--- src/rtl/q_fixed_pkg.sv ---
// Shared Q16.48 fixed-point definitions: widths, special-value codes and the
// divider state type. The combinational multiplier uses the same constants.
package q_fixed_pkg;

    localparam int Q_WIDTH = 64;
    localparam int Q_FRAC  = 48;

    // Special-value encoding shared by the whole fixed-point datapath.
    localparam logic [Q_WIDTH-1:0] Q_NAN     = 64'h8000_0000_0000_0000;
    localparam logic [Q_WIDTH-1:0] Q_POS_INF = 64'h7FFF_FFFF_FFFF_FFFF;
    localparam logic [Q_WIDTH-1:0] Q_NEG_INF = 64'hFFFF_FFFF_FFFF_FFFF;

    typedef enum logic [1:0] {
        IDLE = 2'd0,
        BUSY = 2'd1,
        DONE = 2'd2
    } q_div_state_t;

endpackage

--- src/rtl/q_special_case.sv ---
// Combinational classification of a Q16.48 division a / b into NaN, +/-Inf,
// zero and overflow outcomes. When is_special is low the operands need a real
// division and special_res is don't-care (driven to zero).
module q_special_case
    import q_fixed_pkg::*;
#(
    parameter int WIDTH     = Q_WIDTH,
    parameter int FRAC_BITS = Q_FRAC
) (
    input  logic [WIDTH-1:0] a,
    input  logic [WIDTH-1:0] b,
    output logic             is_special,
    output logic [WIDTH-1:0] special_res,
    output logic             neg
);

    // Integer bits minus one: |a| >= |b| << OVF_SHIFT means the quotient
    // cannot be represented.
    localparam int OVF_SHIFT = WIDTH - FRAC_BITS - 1;
    localparam int WIDE      = WIDTH + OVF_SHIFT;

    logic             w_a_nan;
    logic             w_b_nan;
    logic             w_a_inf;
    logic             w_b_inf;
    logic             w_a_zero;
    logic             w_b_zero;
    logic             w_ovf;
    logic [WIDTH-1:0] w_mag_a;
    logic [WIDTH-1:0] w_mag_b;
    logic [WIDTH-1:0] w_signed_inf;
    logic [WIDE-1:0]  w_a_wide;
    logic [WIDE-1:0]  w_b_scaled;

    assign w_a_nan  = (a == Q_NAN);
    assign w_b_nan  = (b == Q_NAN);
    assign w_a_inf  = (a == Q_POS_INF) || (a == Q_NEG_INF);
    assign w_b_inf  = (b == Q_POS_INF) || (b == Q_NEG_INF);
    assign w_a_zero = (a == '0);
    assign w_b_zero = (b == '0);

    assign w_mag_a = a[WIDTH-1] ? (~a + WIDTH'(1)) : a;
    assign w_mag_b = b[WIDTH-1] ? (~b + WIDTH'(1)) : b;

    // Compare in a widened domain so the scaled divisor never loses bits.
    assign w_a_wide   = {{OVF_SHIFT{1'b0}}, w_mag_a};
    assign w_b_scaled = {w_mag_b, {OVF_SHIFT{1'b0}}};
    assign w_ovf      = (w_a_wide >= w_b_scaled);

    assign neg          = a[WIDTH-1] ^ b[WIDTH-1];
    assign w_signed_inf = neg ? Q_NEG_INF : Q_POS_INF;

    // Priority classification; the first matching rule decides the result.
    always_comb begin
        is_special  = 1'b1;
        special_res = '0;
        if (w_a_nan || w_b_nan) begin
            special_res = Q_NAN;
        end else if (w_a_inf && w_b_inf) begin
            special_res = Q_NAN;
        end else if (w_b_zero) begin
            // x/0 takes the sign of the dividend alone; 0/0 is undefined.
            special_res = w_a_zero ? Q_NAN : (a[WIDTH-1] ? Q_NEG_INF : Q_POS_INF);
        end else if (w_a_inf) begin
            special_res = w_signed_inf;
        end else if (w_b_inf) begin
            special_res = '0;
        end else if (w_ovf) begin
            special_res = w_signed_inf;
        end else begin
            is_special = 1'b0;
        end
    end

endmodule

--- src/rtl/q15_divider_seq.sv ---
// Sequential signed Q16.48 divider, res = a / b, radix-2 restoring division
// on magnitudes with one quotient bit per cycle and a final sign fix.
//
// Handshake: an operand pair is taken on a rising edge where in_valid and
// in_ready are both high; in_ready is high only in IDLE (and out of reset).
// The result is offered with out_valid and held, together with res, until an
// edge where out_ready is high; that edge returns to IDLE, so a new operand
// pair can be accepted one cycle later at the earliest.
module q15_divider_seq
    import q_fixed_pkg::*;
#(
    parameter int WIDTH     = Q_WIDTH,
    parameter int FRAC_BITS = Q_FRAC
) (
    input  logic             clk,
    input  logic             rst_n,
    input  logic             in_valid,
    output logic             in_ready,
    input  logic [WIDTH-1:0] a,
    input  logic [WIDTH-1:0] b,
    output logic             out_valid,
    input  logic             out_ready,
    output logic [WIDTH-1:0] res,
    output logic             busy,
    output logic [1:0]       dbg_state
);

    localparam int QW        = WIDTH - 1;
    localparam int OVF_SHIFT = WIDTH - FRAC_BITS - 1;
    localparam int CNT_W     = $clog2(WIDTH);
    // Iterations use counts 0..WIDTH-2; the count WIDTH-1 marks the sign-fix edge.
    localparam logic [CNT_W-1:0] SIGN_STEP = CNT_W'(WIDTH - 1);

    q_div_state_t     r_state;
    // Remainder is held at full divisor width: with a large |b| the partial
    // remainder can grow well past the 48 bits of the initial value.
    logic [WIDTH-1:0] r_rem;
    // Holds the not-yet-consumed dividend bits at the top and collects
    // quotient bits at the bottom; after QW shifts it is pure quotient.
    logic [QW-1:0]    r_quot;
    logic [WIDTH-1:0] r_mag_b;
    logic [WIDTH-1:0] r_res;
    logic [CNT_W-1:0] r_cnt;
    logic             r_neg;
    logic             r_out_valid;

    logic             w_is_special;
    logic             w_neg;
    logic [WIDTH-1:0] w_special_res;
    logic [WIDTH-1:0] w_mag_a;
    logic [WIDTH-1:0] w_mag_b;
    logic [WIDTH-1:0] w_rem_init;
    logic [QW-1:0]    w_quot_init;
    logic [WIDTH:0]   w_shifted;
    logic [WIDTH:0]   w_divisor;
    logic             w_fits;
    logic [WIDTH-1:0] w_rem_next;
    logic [QW-1:0]    w_quot_next;
    logic [WIDTH-1:0] w_quot_ext;
    logic [WIDTH-1:0] w_signed_q;

    q_special_case #(
        .WIDTH     (WIDTH),
        .FRAC_BITS (FRAC_BITS)
    ) u_special (
        .a           (a),
        .b           (b),
        .is_special  (w_is_special),
        .special_res (w_special_res),
        .neg         (w_neg)
    );

    assign w_mag_a = a[WIDTH-1] ? (~a + WIDTH'(1)) : a;
    assign w_mag_b = b[WIDTH-1] ? (~b + WIDTH'(1)) : b;

    // The top bits of |a| can never produce a quotient bit (non-overflow
    // guarantees they are below |b|), so they seed the remainder directly.
    assign w_rem_init  = w_mag_a >> OVF_SHIFT;
    assign w_quot_init = {w_mag_a[OVF_SHIFT-1:0], {FRAC_BITS{1'b0}}};

    // One restoring step: shift in the next dividend bit, subtract if it fits.
    assign w_shifted   = {r_rem, r_quot[QW-1]};
    assign w_divisor   = {1'b0, r_mag_b};
    assign w_fits      = (w_shifted >= w_divisor);
    assign w_rem_next  = w_fits ? WIDTH'(w_shifted - w_divisor) : w_shifted[WIDTH-1:0];
    assign w_quot_next = {r_quot[QW-2:0], w_fits};

    // A zero magnitude stays +0 regardless of the operand signs.
    assign w_quot_ext = {1'b0, r_quot};
    assign w_signed_q = (r_neg && (r_quot != '0)) ? (~w_quot_ext + WIDTH'(1)) : w_quot_ext;

    // Control FSM with the datapath registers and the registered result.
    always_ff @(posedge clk or negedge rst_n) begin
        if (!rst_n) begin
            r_state     <= IDLE;
            r_rem       <= '0;
            r_quot      <= '0;
            r_mag_b     <= '0;
            r_res       <= '0;
            r_cnt       <= '0;
            r_neg       <= 1'b0;
            r_out_valid <= 1'b0;
        end else begin
            case (r_state)
                IDLE: begin
                    if (in_valid) begin
                        r_neg   <= w_neg;
                        r_mag_b <= w_mag_b;
                        r_cnt   <= '0;
                        if (w_is_special) begin
                            r_res       <= w_special_res;
                            r_out_valid <= 1'b1;
                            r_state     <= DONE;
                        end else begin
                            r_rem   <= w_rem_init;
                            r_quot  <= w_quot_init;
                            r_state <= BUSY;
                        end
                    end
                end
                BUSY: begin
                    if (r_cnt == SIGN_STEP) begin
                        r_res       <= w_signed_q;
                        r_out_valid <= 1'b1;
                        r_state     <= DONE;
                    end else begin
                        r_rem  <= w_rem_next;
                        r_quot <= w_quot_next;
                        r_cnt  <= r_cnt + CNT_W'(1);
                    end
                end
                DONE: begin
                    if (out_ready) begin
                        r_out_valid <= 1'b0;
                        r_state     <= IDLE;
                    end
                end
                default: begin
                    r_out_valid <= 1'b0;
                    r_state     <= IDLE;
                end
            endcase
        end
    end

    assign in_ready  = rst_n && (r_state == IDLE);
    assign busy      = (r_state != IDLE);
    assign out_valid = r_out_valid;
    assign res       = r_res;
    assign dbg_state = r_state;

endmodule
--- config.mk ---
export PLATFORM = sky130hd
export DESIGN_NAME = q15_divider_seq
export DESIGN_NICKNAME = d
export VERILOG_FILES = /design/src/rtl/q_fixed_pkg.sv /design/src/rtl/q_special_case.sv /design/src/rtl/q15_divider_seq.sv
export SDC_FILE = /design/constraint.sdc
export NUM_CORES = 1
export LEC_CHECK = 0
export CAP_MARGIN = 40
export CORE_UTILIZATION = 25
export DETAILED_ROUTE_END_ITERATION = 16
export PLACE_DENSITY_LB_ADDON = 0.05
export SETUP_SLACK_MARGIN = 0.1
export SLEW_MARGIN = 20
export SYNTH_ARGS = -nofsm -noshare
export SYNTH_HDL_FRONTEND = slang
export SYNTH_SLANG_ARGS = --single-unit
export TNS_END_PERCENT = 5
--- constraint.sdc ---
create_clock -name clk -period 4.1 [get_ports clk]
set_input_delay 0.615 -clock clk [delete_from_list [all_inputs] [get_ports clk]]
set_output_delay 0.615 -clock clk [all_outputs]
set_load 0.03 [all_outputs]
==> results of run 1 <==
-- per-stage QoR --
step | worst slack (ns) | setup TNS (ns) | total power (W) | hold WS, ns | instances
global placement | -2.25 | -417.69 | 0.0226 | 0.466 | 4142
detailed placement | -2.35 | -436.00 | 0.0227 | 0.471 | 4143
finish | -1.19 | -204.22 | 0.0266 | 0.475 | 4254
CTS | -1.30 | -231.64 | 0.0265 | 0.482 | 4244
global route | -1.37 | -249.22 | 0.0289 | 0.505 | 4254
floorplan | -0.882 | -155.80 | 0.0159 | 0.319 | 2503
-- synthesized netlist by cell type, drive strengths merged (63+ instances only) --
cell and instances:
a21oi 139, clkbuf 103, dfrtp 265, ha 119, inv 112, nand2 299
nand4 63, nor2 202, o21ai 219, o22a 63, o31ai 68, xnor2 95
xor2 142
-- worst min path at each step --
stage	from	endpoint	slack, ns	cells after the start
after detailed placement	r_mag_b[38]	r_mag_b[38]	0.47	2
final	r_mag_b[16]	r_mag_b[16]	0.47	2
after global placement	r_mag_b[41]	r_mag_b[41]	0.47	2
after floorplan	rst_n	dbg_state[0]	0.32	0
after global routing	r_mag_b[6]	r_mag_b[6]	0.51	2
after CTS	r_mag_b[16]	r_mag_b[16]	0.48	2
-- sequential cells by signal, summed over array words and instances, names as in the netlist --
name / count
r_neg: 1
r_rem: 64
r_cnt: 6
res: 64
r_quot: 63
dbg_state: 2
r_mag_b: 64
out_valid: 1
-- layout make-up --
cell class / instances / area share (%)
flip-flops and latches: 265 / 22.1
clock buffers: 54 / 3.66
well taps: 1070 / 4.45
repair buffers: 762 / 22.3
clock inverters: 10 / 0.279
multi-input cells: 1981 / 45.8
inverters: 112 / 1.47
-- logic make-up (layout without fill, tap and decap cells) --
family | after synthesis | in the layout | synth area share [%]
AND/OR/NAND/NOR | 826 | 826 | 19.1
AO/OA/AOI/OAI | 781 | 781 | 25.7
flip-flops | 265 | 265 | 32.1
buffers and inverters | 257 | 938 | 4.97
XOR/XNOR | 237 | 237 | 10.0
adder cells (fa/ha/maj) | 120 | 120 | 7.30
multiplexers | 17 | 17 | 0.847
-- power groups by stage --
stage	Combinational, W	Sequential (W)	Clock, W
global route	0.0206	0.00487	0.00337
finish	0.0188	0.00470	0.00315
global placement	0.0179	0.00472	0
detailed placement	0.0179	0.00475	0
CTS	0.0185	0.00471	0.00328
floorplan	0.0108	0.00511	0
-- timing repair --
action	in CTS	in global routing
pin swaps	120	44
gates cloned	6	2
endpoints found under the setup margin	194	194
gates resized for setup	152	72
buffers inserted	30	8
hold buffers	1	0
endpoints found under the hold margin	34	0
-- routing by layer --
layer / up-vias / part of all wire [%] / track usage, %
met5: - / 0 / 0
met4: 0 / 2.4 / 4.86
met3: 80 / 3.7 / 2.30
met2: 481 / 43 / 31.5
met1: 10310 / 51 / 30.9
li1: 10492 / - / -
-- critical path, delay by kind of cell --
family          cells  cell delay [ns]
compound gates      7             1.48
xor+xnor            1             0.31
fa+ha+maj           1             0.30
buf+inv             8             1.57
simple gates        7             1.44
==> metrics.cfg, run 1 <==
[worst_setup_path]
crit_chain=clkdlybuf4s50_1, or4b_4, nor4_2, buf_4, nand4_1, buf_4, o41ai_4, xor2_2, ha_1, nand3_1, nor3_1, buf_4, nand4_1, o21ai_1, o31ai_2, o311ai_2, a21oi_2, nand4bb_4, buf_6, a31oi_4, buf_12, buf_12, clkbuf_16, a221o_1
crit_slowest_cell=or4b_4
r2r-end=r_rem[63]
crit_fanout=5
max_stage_delay_ns=0.51
critical_path.endpoint_type=flip-flop
required_ns=4.53
worstPathArrival_ns=5.73
r2r_setup_slack_ns=0.04
reg2regPathDepth=14
cp-startpoint=b[2]
crit_end=r_rem[0]
start_kind=input pin
worst-setup-path-type=in2reg
cp_common_cell=buf_4
r2r_start=r_rem[24]

[detailed_routing]
ant_nets=0
vias_per_cell=5.02
drt-wirelength-per-cell_um=20.6
wl_um=87500
drt_iter0_markers=1243
drc=0
firstDrtPassIters=5
vias=21363

[flow_run]
cap_violations=0

[final_layout]
final_area_um2=30100
layout.nets=3411
fillers=8588
drive_gt1_share_pct=24.1
regArea_um2=6630
mostFrequentLayoutCells=buf_4 (523), nand2_1 (290), dfrtp_1 (265), nor2_1 (200), o21ai_0 (177)
fin_util_pct=36.7
syn2layout_area_growth_pct=45.3
final_common_cell=buf_4
antenna_cells=0
multi_input_area_um2=13800

[synth]
avgSynthCellArea_um2=8.26
netlist-cell-type-count=87
synth_ff_type=dfrtp_1
synth_edf_count=0
synth_cells=2503
synth_fp_nets=2755
synthArstFlopShare_pct=100
synth_top_cell_area_share_pct=32.1
synth_seq_cells=265
synth_area_leaders=dfrtp_1 (32%), ha_1 (7.2%), xor2_1 (6.0%)
yosys_warnings=0
netlist_area_um2=20700
ys_seq_area_share_pct=32.1
yosys.area.top_type=dfrtp_1

[timing]
final_max_slew_viol_count=0
fin_crit_ns=5.29
max_clock_freq_ghz=0.189
worstMarginPinSlew_ns=0.886
fin_ws_ns=-1.19
maxSlewHeadroom_pct=40.6
finalCritPeriodShare_pct=129
finalSetupViolations=194
rsz0062_at_grt=true
skew_ns=0.0215
hold_violations=0

[global_routing]
grt-ovfl-total=0
first_global_vias=21577
grt_max_degree=114
grt_first_pass_wirelength_um=133000
antenna_found_initial=1
grt.total_usage_pct=20.7

[cts]
insertion_delay_ns=0.56
clock-sinks=265
cts_tree=built
cts_buffers=37
cts_root_buffer=clkbuf_16
h-tree-depth=2
path_clk_slew_ns=0.06
clk_path_buf_depth=3

[die]
io_pins=201
coreArea_um2=82000
die_x_um=290
row_count=105
die_area_um2=83900
chipHeight_um=290
start_util_pct=25.2

[power_and_ir_drop]
powerDensity_nw_per_um2=886
internal_power_w=0.0137
seq_power_share_pct=17.7
switching_share_pct=48.7
peakVddDrop_uv=532
netSwitchingPower_w=0.0130
leakagePower_nw=13.3
p_comb_share_pct=70.5
clockPowerShare_pct=11.8

[worst_hold_path]
hp-class=reg2reg

[placed_design]
postPlaceCellArea_um2=27700
portBuffers=200
gp_congestion=0.865
hpwl_um=69100

[outcome]
status=complete, but fails checks
violations=setup timing

No activity file was read; power rests on OpenSTA's default activity.
==> inputs of run 2 (changes only) <==
--- a/config.mk
+++ b/config.mk
@@ -10,7 +10,6 @@
 export DETAILED_ROUTE_END_ITERATION = 16
 export PLACE_DENSITY_LB_ADDON = 0.05
 export SETUP_SLACK_MARGIN = 0.1
-export SLEW_MARGIN = 20
 export SYNTH_ARGS = -nofsm -noshare
 export SYNTH_HDL_FRONTEND = slang
 export SYNTH_SLANG_ARGS = --single-unit
==> results of run 2 <==
The final DEF is identical to that of run 1; final timing and power are the same.
==> patch (config.mk and constraints of run 2) <==
Change the package constant `Q_FRAC` from 48 to 24.
--- a/src/rtl/q_fixed_pkg.sv
+++ b/src/rtl/q_fixed_pkg.sv
@@ -3,7 +3,7 @@
 package q_fixed_pkg;
 
     localparam int Q_WIDTH = 64;
-    localparam int Q_FRAC  = 48;
+    localparam int Q_FRAC  = 24;
 
     // Special-value encoding shared by the whole fixed-point datapath.
     localparam logic [Q_WIDTH-1:0] Q_NAN     = 64'h8000_0000_0000_0000;
Behaviour: not the same (a bounded check fails within 4 cycles, from zero or initial values and one cycle with rst_n low).
==> patch against run 2 <==
Worst setup slack got worse by 0.69 ns. Routed wire length increased by 6.4%. Synthesized cell count increased by 5.5%. Power decreased by 8.7%. Final area increased by 2.0%. Worst hold slack improved by 0.0019 ns. Register-to-register slack improved by 0.04 ns. The run still ends with negative setup slack left. Largest power group unchanged. Sequential cell count unchanged. Highest routed layer is now met5. Area after synthesis increased by 3.0%. Clock skew increased by 0.021 ns.
==> patch: results <==
group,metric,value,unit
cts,cts_setup_buffers,37,
layout,multi_input_comb_cells,2091,
worst_setup_path,reg2reg_from,"r_quot[16]",
place,post_dp_cell_area,28090,µm²
run_status,status,"finished, violations left",
layout,multi_input_area_share,0.4632,
layout,nFillCells,8751,
worst_setup_path,crit_arrival,6.46,ns
place,place_inst,4290,
yosys,synth_area_leaders,"dfrtp_1, nand2_1, ha_1",
grt,grt_usage,0.2112,
layout,n_all_buffers,745,
place,gp_congestion,0.8979,
grt,grt_max_degree,105,
pwr,p_per_area,793.1,nW/µm²
layout,area_share_nonclk_buffers,0.2183,
timing,finClkSkew,0.04242,ns
layout,seq_share,0.2164,
grt,grt_pass1_wl,140000,µm
grt,grt_pass1_vias,22440,
place,post-place-ws,-3.154,ns
hold_path,worst_hold_path.endpoint,"r_mag_b[46]",
yosys,synth_cell_type_count,88,
pwr,p_leak,13.23,nW
yosys,synth_seq_area_share,0.3112,
worst_setup_path,max_stage_delay,0.48,ns
yosys,synth_nets,2868,
worst_setup_path,path_delay_family,"simple AND/OR/NAND/NOR gates",
routing,wl_met3,3469,µm
cts,post_cts_resize_count,118,
grt,gr-usage-met1,0.2792,
timing,fin_ws,-1.887,ns
worst_setup_path,r2r_cells,13,
timing,hold_slack,0.4768,ns
layout,layout.nets,3476,
cts,clk_latency,0.59,ns
routing,drtIter0Drc,1133,
run_status,violations,"negative setup slack",
pwr,peakVddDrop,0.0003163,V
layout,inverters,107,
layout,clk_share,0.04262,
pwr,power_frac_comb,0.645,
routing,top_layer_used,"met5",
pwr,power_frac_clock,0.142,
grt,antenna_found_initial,4,
routing,wire_per_inst,21.12,µm
yosys,synth.top_cells.by_count,"nand2_1, dfrtp_1, o21ai_0",
timing,setup-violations-final,194,
routing,wl_met1,42300,µm
routing,vias,22470,
worst_setup_path,regToRegSetupSlack,0.08,ns
hold_path,hp-start,"r_mag_b[46]",
cts,cts_buffers,38,
floorplanning,fp.dieW,293.9,µm
## patch: worst max path at each step
stage                      end  slack, ns  from  cells past startpoint
floorplan              res[63]      -2.09  a[2]                     22
global route        r_quot[38]      -2.12  a[1]                     29
finish              r_quot[38]      -1.89  a[1]                     29
detailed placement  r_quot[55]      -3.15  a[0]                     26
global placement    r_quot[55]      -3.08  a[0]                     26
CTS                 r_quot[35]      -1.97  a[4]                     28
## patch: kinds of logic (layout without fill, tap and decap cells)
group | Yosys count | in the layout | synth area share
AOI/OAI and AO/OA | 791 | 791 | 0.2497
adders and majority gates | 96 | 96 | 0.05672
buffers and inverters | 284 | 918 | 0.05461
muxes | 26 | 26 | 0.01251
xor gates and xnor gates | 232 | 232 | 0.09536
and+or+nand+nor | 946 | 946 | 0.2198
DFF | 265 | 265 | 0.3112
